<file path="config.mk">
export PLATFORM = sky130hd
export DESIGN_NAME = mc_controller_flat
export DESIGN_NICKNAME = d
export VERILOG_FILES = /design/src/rtl/mc_controller_if.sv /design/src/rtl/mc_controller.sv /design/src/flat_wrapper.sv
export SDC_FILE = /design/constraint.sdc
export NUM_CORES = 1
export LEC_CHECK = 0
export BUFFER_PORTS_ARGS = -buffer_cell sky130_fd_sc_hd__buf_4
export CAP_MARGIN = 40
export CORE_UTILIZATION = 39
export CTS_BUF_LIST = sky130_fd_sc_hd__clkbuf_4
export DETAILED_ROUTE_END_ITERATION = 7
export PLACE_DENSITY = 0.87
export SLEW_MARGIN = 20
export SYNTH_ARGS = -nofsm -noshare
export SYNTH_HDL_FRONTEND = slang
export SYNTH_SLANG_ARGS = --single-unit
</file>
<file path="constraint.sdc">
create_clock -name clk -period 1.1 [get_ports clk]
set_input_delay 0.165 -clock clk [delete_from_list [all_inputs] [get_ports clk]]
set_output_delay 0.165 -clock clk [all_outputs]
set_load 0.05 [all_outputs]
</file>
<file path="src/rtl/mc_controller_if.sv">
// Control bundle between the multicycle main FSM and the MIPS datapath/memory.
// The master side is the controller; the slave side is the datapath.
interface mc_controller_if;
    logic [5:0] op;
    logic       zero;
    logic       mem_ready;
    logic       mem_req;
    logic       mem_write;
    logic       iord;
    logic       ir_write;
    logic       pc_en;
    logic [1:0] pc_src;
    logic       alu_src_a;
    logic [1:0] alu_src_b;
    logic [1:0] alu_op;
    logic       reg_write;
    logic       reg_dst;
    logic       mem_to_reg;
    logic       instr_done;
    logic       illegal_op;
    logic [3:0] state;

    modport master (
        input  op, zero, mem_ready,
        output mem_req, mem_write, iord, ir_write, pc_en, pc_src,
               alu_src_a, alu_src_b, alu_op, reg_write, reg_dst,
               mem_to_reg, instr_done, illegal_op, state
    );

    modport slave (
        output op, zero, mem_ready,
        input  mem_req, mem_write, iord, ir_write, pc_en, pc_src,
               alu_src_a, alu_src_b, alu_op, reg_write, reg_dst,
               mem_to_reg, instr_done, illegal_op, state
    );
endinterface

</file>
<file path="src/rtl/mc_controller.sv">
// Moore main control FSM for the multicycle MIPS core: one state register,
// all datapath controls decoded combinationally from state (plus mem_ready/zero).
module mc_controller (
    input  logic              clk,
    input  logic              rst,
    mc_controller_if.master   bus
);

    typedef enum logic [3:0] {
        FETCH  = 4'd0,
        DECODE = 4'd1,
        MEMADR = 4'd2,
        MEMRD  = 4'd3,
        MEMWB  = 4'd4,
        MEMWR  = 4'd5,
        REX    = 4'd6,
        RWB    = 4'd7,
        BEQEX  = 4'd8,
        ADDIEX = 4'd9,
        ADDIWB = 4'd10,
        JEX    = 4'd11
    } state_t;

    localparam logic [5:0] OP_R    = 6'b000000;
    localparam logic [5:0] OP_LW   = 6'b100011;
    localparam logic [5:0] OP_SW   = 6'b101011;
    localparam logic [5:0] OP_BEQ  = 6'b000100;
    localparam logic [5:0] OP_ADDI = 6'b001000;
    localparam logic [5:0] OP_J    = 6'b000010;

    state_t state_q;
    logic   pc_write;
    logic   branch;

    always_ff @(posedge clk) begin
        if (rst) begin
            state_q <= FETCH;
        end else begin
            case (state_q)
                FETCH:  if (bus.mem_ready) state_q <= DECODE;
                DECODE: begin
                    case (bus.op)
                        OP_LW, OP_SW: state_q <= MEMADR;
                        OP_R:         state_q <= REX;
                        OP_BEQ:       state_q <= BEQEX;
                        OP_ADDI:      state_q <= ADDIEX;
                        OP_J:         state_q <= JEX;
                        default:      state_q <= FETCH;
                    endcase
                end
                MEMADR: state_q <= (bus.op == OP_SW) ? MEMWR : MEMRD;
                MEMRD:  if (bus.mem_ready) state_q <= MEMWB;
                MEMWR:  if (bus.mem_ready) state_q <= FETCH;
                REX:    state_q <= RWB;
                ADDIEX: state_q <= ADDIWB;
                MEMWB, RWB, BEQEX, ADDIWB, JEX: state_q <= FETCH;
                // Codes 12-15 are unreachable; recover to FETCH if ever entered.
                default: state_q <= FETCH;
            endcase
        end
    end

    always_comb begin
        bus.mem_req    = 1'b0;
        bus.mem_write  = 1'b0;
        bus.iord       = 1'b0;
        bus.ir_write   = 1'b0;
        bus.pc_src     = 2'b00;
        bus.alu_src_a  = 1'b0;
        bus.alu_src_b  = 2'b00;
        bus.alu_op     = 2'b00;
        bus.reg_write  = 1'b0;
        bus.reg_dst    = 1'b0;
        bus.mem_to_reg = 1'b0;
        bus.instr_done = 1'b0;
        bus.illegal_op = 1'b0;
        pc_write       = 1'b0;
        branch         = 1'b0;
        case (state_q)
            FETCH: begin
                bus.mem_req   = 1'b1;
                bus.alu_src_b = 2'b01;
                bus.ir_write  = bus.mem_ready;
                pc_write      = bus.mem_ready;
            end
            DECODE: begin
                bus.alu_src_b  = 2'b11;
                bus.illegal_op = !(bus.op == OP_LW || bus.op == OP_SW ||
                                   bus.op == OP_R || bus.op == OP_BEQ ||
                                   bus.op == OP_ADDI || bus.op == OP_J);
            end
            MEMADR, ADDIEX: begin
                bus.alu_src_a = 1'b1;
                bus.alu_src_b = 2'b10;
            end
            MEMRD: begin
                bus.mem_req = 1'b1;
                bus.iord    = 1'b1;
            end
            MEMWB: begin
                bus.reg_write  = 1'b1;
                bus.mem_to_reg = 1'b1;
                bus.instr_done = 1'b1;
            end
            // Request stays asserted through the wait; done only when memory accepts.
            MEMWR: begin
                bus.mem_req    = 1'b1;
                bus.mem_write  = 1'b1;
                bus.iord       = 1'b1;
                bus.instr_done = bus.mem_ready;
            end
            REX: begin
                bus.alu_src_a = 1'b1;
                bus.alu_op    = 2'b10;
            end
            RWB: begin
                bus.reg_write  = 1'b1;
                bus.reg_dst    = 1'b1;
                bus.instr_done = 1'b1;
            end
            BEQEX: begin
                bus.alu_src_a  = 1'b1;
                bus.alu_op     = 2'b01;
                bus.pc_src     = 2'b01;
                branch         = 1'b1;
                bus.instr_done = 1'b1;
            end
            ADDIWB: begin
                bus.reg_write  = 1'b1;
                bus.instr_done = 1'b1;
            end
            JEX: begin
                bus.pc_src     = 2'b10;
                pc_write       = 1'b1;
                bus.instr_done = 1'b1;
            end
            default: begin
            end
        endcase
    end

    assign bus.pc_en = pc_write | (branch & bus.zero);
    assign bus.state = state_q;

endmodule

</file>
<file path="src/flat_wrapper.sv">
// flat-port wrapper written by rule: the top's interface ports become plain ports
module mc_controller_flat 
  (clk, rst, bus_op, bus_zero, bus_mem_ready, bus_mem_req, bus_mem_write, bus_iord, bus_ir_write, bus_pc_en, bus_pc_src, bus_alu_src_a, bus_alu_src_b, bus_alu_op, bus_reg_write, bus_reg_dst, bus_mem_to_reg, bus_instr_done, bus_illegal_op, bus_state);
  mc_controller_if bus_i ();
  input  logic clk;
  input  logic rst;
  input wire logic [$bits(bus_i.op)-1:0] bus_op;
  input wire logic [$bits(bus_i.zero)-1:0] bus_zero;
  input wire logic [$bits(bus_i.mem_ready)-1:0] bus_mem_ready;
  output wire logic [$bits(bus_i.mem_req)-1:0] bus_mem_req;
  output wire logic [$bits(bus_i.mem_write)-1:0] bus_mem_write;
  output wire logic [$bits(bus_i.iord)-1:0] bus_iord;
  output wire logic [$bits(bus_i.ir_write)-1:0] bus_ir_write;
  output wire logic [$bits(bus_i.pc_en)-1:0] bus_pc_en;
  output wire logic [$bits(bus_i.pc_src)-1:0] bus_pc_src;
  output wire logic [$bits(bus_i.alu_src_a)-1:0] bus_alu_src_a;
  output wire logic [$bits(bus_i.alu_src_b)-1:0] bus_alu_src_b;
  output wire logic [$bits(bus_i.alu_op)-1:0] bus_alu_op;
  output wire logic [$bits(bus_i.reg_write)-1:0] bus_reg_write;
  output wire logic [$bits(bus_i.reg_dst)-1:0] bus_reg_dst;
  output wire logic [$bits(bus_i.mem_to_reg)-1:0] bus_mem_to_reg;
  output wire logic [$bits(bus_i.instr_done)-1:0] bus_instr_done;
  output wire logic [$bits(bus_i.illegal_op)-1:0] bus_illegal_op;
  output wire logic [$bits(bus_i.state)-1:0] bus_state;
  assign bus_i.op = bus_op;
  assign bus_i.zero = bus_zero;
  assign bus_i.mem_ready = bus_mem_ready;
  assign bus_mem_req = bus_i.mem_req;
  assign bus_mem_write = bus_i.mem_write;
  assign bus_iord = bus_i.iord;
  assign bus_ir_write = bus_i.ir_write;
  assign bus_pc_en = bus_i.pc_en;
  assign bus_pc_src = bus_i.pc_src;
  assign bus_alu_src_a = bus_i.alu_src_a;
  assign bus_alu_src_b = bus_i.alu_src_b;
  assign bus_alu_op = bus_i.alu_op;
  assign bus_reg_write = bus_i.reg_write;
  assign bus_reg_dst = bus_i.reg_dst;
  assign bus_mem_to_reg = bus_i.mem_to_reg;
  assign bus_instr_done = bus_i.instr_done;
  assign bus_illegal_op = bus_i.illegal_op;
  assign bus_state = bus_i.state;
  mc_controller u_core (.clk(clk), .rst(rst), .bus(bus_i));
endmodule
</file>
==> flow_metrics.env, run 1 <==
export IMPL_outcome="stopped before the end"
export IMPL_stop_stage="4_1_cts"
export IMPL_error="[ERROR DPL-0038] Utilization greater than 100%, impossible to legalize"
export IMPL_synth_edf_count=0
export IMPL_synth_seq_cells=4
export IMPL_synth_top_cells_by_area="dfxtp_1 (15%), a21oi_1 (8.2%), nand2_1 (7.5%)"
export IMPL_yosysTopAreaCell="dfxtp_1"
export IMPL_synth_net_count=97
export IMPL_io_buffers=30
export IMPL_numCtsBuffers=3
export IMPL_die_x_um=39.5
export IMPL_post_cts_buffers=7
export IMPL_synth_most_common_cell="nand2_1"
export IMPL_synth_top_area_share_pct=14.6
export IMPL_syn_inst=87
export IMPL_dp_slack_ns=-0.242
export IMPL_ys_seq_area_share_pct=14.6
export IMPL_clock_root_buffer="clkbuf_4"
export IMPL_syn_avg_cell_area_sq_um=6.31
export IMPL_dpl_cell_area_sq_um=1180
export IMPL_clk_path_buf_depth=2
export IMPL_synth_common_cells="nand2_1 (11), a21oi_1 (9), nor2_1 (9)"
export IMPL_cts_hold_buf=0
export IMPL_rows=13
export IMPL_syn_area_sq_um=549
export IMPL_cts_sinks=4
export IMPL_die_y_um=39.5
export IMPL_postSynth_asyncResetShare_pct=0
export IMPL_synth_cell_type_count=32
export IMPL_yosysWarnings=0
export IMPL_synth_flop_cell="dfxtp_1"
export IMPL_initial_core_util_pct=42.2
export IMPL_gp_congestion=0.765
export IMPL_pin_count=31
export IMPL_dp_hpwl_um=1990
export IMPL_ctsResizeCount=54
export IMPL_htreeDepth=1
[metrics by stage]
step / instances / setup TNS (ns) / utilization (%) / hold slack [ns]
2_1_floorplan: 87 / -5.39 / - / 0.225
3_5_place_dp: 158 / -2.66 / 90.7 / 0.387
3_3_place_gp: 158 / -1.91 / 90.7 / 0.364
[logic make-up after synthesis]
kind of cell              Yosys count  share of synthesized area, %
AOI/OAI and AO/OA                  26                          30.1
xor gates and xnor gates            2                          3.19
buffers and inverters               9                          9.79
DFF                                 4                          14.6
and+or+nand+nor                    46                          42.4
==> run 2, diff against run 1 <==
CORE_AREA = 2 2 63 65   (was not set)
CORE_UTILIZATION = not set   (was 39)
CTS_BUF_LIST = not set   (was sky130_fd_sc_hd__clkbuf_4)
DIE_AREA = 0 0 65 67   (was not set)
PLACE_DENSITY = not set   (was 0.87)
PLACE_DENSITY_LB_ADDON = 0.15   (was not set)
clock period = 1.4 ns   (was 1.1 ns; I/O delays follow)
==> run 2 against run 1 <==
Effect of this change: area after synthesis unchanged; the flow now finishes, with violations (setup timing); synthesized cell count unchanged.
==> flow_metrics.env, run 2 <==
export IMPL_outcome="finished with violations"
export IMPL_violations="setup timing"
export IMPL_arrival_ns=1.29
export IMPL_p_leak_nw=0.564
export IMPL_synth_top_area_share_pct=14.6
export IMPL_yosysTopAreaCell="dfxtp_1"
export IMPL_finish_net_count=153
export IMPL_min_path_cells=2
export IMPL_max_slew_worst_pin_slew_ns=0.332
export IMPL_synth_seq_cells=4
export IMPL_slowest_delay_ns=0.37
export IMPL_final_period_utilization_pct=107
export IMPL_clkTransAtPathRegs_ns=0.03
export IMPL_synth_flop_cell="dfxtp_1"
export IMPL_die_y_um=67
export IMPL_initial_core_util_pct=15.2
export IMPL_cp_required_ns=1.19
export IMPL_grt_max_degree=15
export IMPL_drive_above_1_share_pct=73.8
export IMPL_slew_headroom_pct=77.7
export IMPL_dp_hpwl_um=1660
export IMPL_layout_min_cycle_time_ns=1.50
export IMPL_drtIter0Drc=22
export IMPL_synth_cell_type_count=32
export IMPL_fin_ws_ns=-0.104
export IMPL_synth_common_cells="nand2_1 (11), a21oi_1 (9), nor2_1 (9)"
export IMPL_drtAntennaViolNets=0
export IMPL_fill_cells=380
export IMPL_crit_type="reg2out"
export IMPL_multi_input_area_sq_um=653
export IMPL_die_x_um=65
export IMPL_mostFrequentLayoutCell="buf_4"
export IMPL_synth_edf_count=0
export IMPL_wl_um=2400
export IMPL_dp_cells=170
export IMPL_die_area_sq_um=4360
export IMPL_reg2reg_depth=6
export IMPL_antenna_found_initial=0
export IMPL_synth_most_common_cell="nand2_1"
export IMPL_syn_avg_cell_area_sq_um=6.31
export IMPL_yosysWarnings=0
export IMPL_critPathMaxFanout=7
export IMPL_synth_net_count=97
export IMPL_maxSlewViolCount=0
export IMPL_drc=0
export IMPL_layoutNonFillerInstCount=189
export IMPL_num_vias=860
export IMPL_numCtsBuffers=3
export IMPL_grt_pass1_wl_um=3890
export IMPL_fin_setup_tns_ns=-0.723
export IMPL_setup_viol_count_final=12
export IMPL_via_per_inst=4.55
export IMPL_ys_seq_area_share_pct=14.6
export IMPL_powerDensity_nw_per_um2=647
export IMPL_drt_pass1_iter_count=4
export IMPL_worst_hold_slack_ns=0.188
export IMPL_grt_pass1_vias=845
export IMPL_clock_root_buffer="clkbuf_8"
export IMPL_cts_tree="built"
export IMPL_syn_area_sq_um=549
export IMPL_final_cell_mix="buf_4 (35), buf_6 (18), nor2_4 (6), nand2_2 (6)"
export IMPL_cp_cell_sequence="buf_8, nor2b_2, nand2_2, a21oi_4, buf_6"
export IMPL_grt_setup_unrepaired="yes"
export IMPL_htreeDepth=1
export IMPL_start_kind="flip-flop"
export IMPL_largest_reg_flops=4
export IMPL_coreArea_sq_um=3610
export IMPL_synth_top_cells_by_area="dfxtp_1 (15%), a21oi_1 (8.2%), nand2_1 (7.5%)"
export IMPL_final_core_util_pct=39.2
export IMPL_fmax_mhz=665
export IMPL_post_drt_wl_per_cell_um=12.7
export IMPL_track_usage_pct=11.4
export IMPL_overflow=0
export IMPL_syn_inst=87
export IMPL_clk_path_buf_depth=2
export IMPL_crit_path_top_delay_cell="dfxtp_4"
export IMPL_hold_viol_final=0
export IMPL_cp_end_kind="output pin"
export IMPL_pin_count=31
export IMPL_diodes=0
export IMPL_cts_sinks=4
export IMPL_io_buffers=30
export IMPL_fin_worst_skew_ns=0.000296
export IMPL_syn_to_final_growth_pct=157
export IMPL_rows=22
export IMPL_register_area_sq_um=95.1
export IMPL_max_vdd_ir_drop_v=0.000549
export IMPL_cap_violations=0
export IMPL_min_path_type="in2reg"
export IMPL_total_power_uw=914
export IMPL_clk_latency_ns=0.22
export IMPL_postSynth_asyncResetShare_pct=0
export IMPL_gp_congestion=0.720
==> run 2: metal layers <==
| layer | share of wire, % | up-vias | GRT usage (%) | wire length, um |
|---|---|---|---|---|
| met1 | 44 | 402 | 14.9 | 1050 |
| met5 | 0 | - | 0 | 0 |
| li1 | - | 425 | - | - |
| met2 | 49 | 28 | 19.3 | 1180 |
| met4 | 1.0 | 0 | 3.19 | 25 |
| met3 | 6.2 | 5 | 1.69 | 148 |
==> run 2: area by class of cell <==
cell class / count / share of cell area (%)
inverter: 2 / 1.24
timing repair buffer: 58 / 38.6
clock buffer: 3 / 2.92
sequential: 4 / 6.73
tap: 48 / 4.25
multi-input combinational: 74 / 46.2
==> run 2: timing repair <==
| action | in CTS | in global routing |
|---|---|---|
| pin swaps | 8 | 7 |
| hold buffers | 0 | 0 |
| buffers inserted | 12 | 4 |
| gates resized for setup | 31 | 16 |
| setup endpoints to repair | 15 | 18 |
==> run 2: worst paths after layout <==
| kind | startpoint | end | slack, ns |
|---|---|---|---|
| worst min register to register | u_core.bus.state[3] | u_core.bus.state[3] | 0.70 |
| worst max-delay path | u_core.bus.state[1] | bus_mem_req | -0.10 |
| worst min-delay path | rst | u_core.bus.state[3] | 0.19 |
| worst max register to register | u_core.bus.state[1] | u_core.bus.state[1] | 0.04 |
==> run 2: worst max-delay path, delay by kind of cell, from the launching register on <==
kind,cells,cell delay [ns]
AO/OA/AOI/OAI,1,0.14
flip-flops,1,0.37
buffers and inverters,2,0.32
AND/OR/NAND/NOR,2,0.23
==> run 2: cell families (layout without fill, tap and decap cells) <==
family                 after synthesis  after routing  share of synthesized area [%]
XOR/XNOR                             2              2                           3.19
buffers and inverters                9             63                           9.79
AO/OA/AOI/OAI                       26             26                           30.1
flip-flops                           4              4                           14.6
AND/OR/NAND/NOR                     46             46                           42.4
==> run 2: stage by stage <==
step                      instance area, sq um  setup WS [ns]
after floorplan                            785         -0.132
final                                     1410         -0.104
after detailed placement                  1070        0.00393
after global routing                      1410         -0.136
after global placement                    1070         0.0153
after CTS                                 1330        -0.0962
==> run 2: where the power goes <==
part	switching, mW	internal, mW
combinational	0.279	0.246
clock	0.0684	0.184
sequential	0.0191	0.118
total	0.366	0.548
Power figures use the tool's default switching activity.
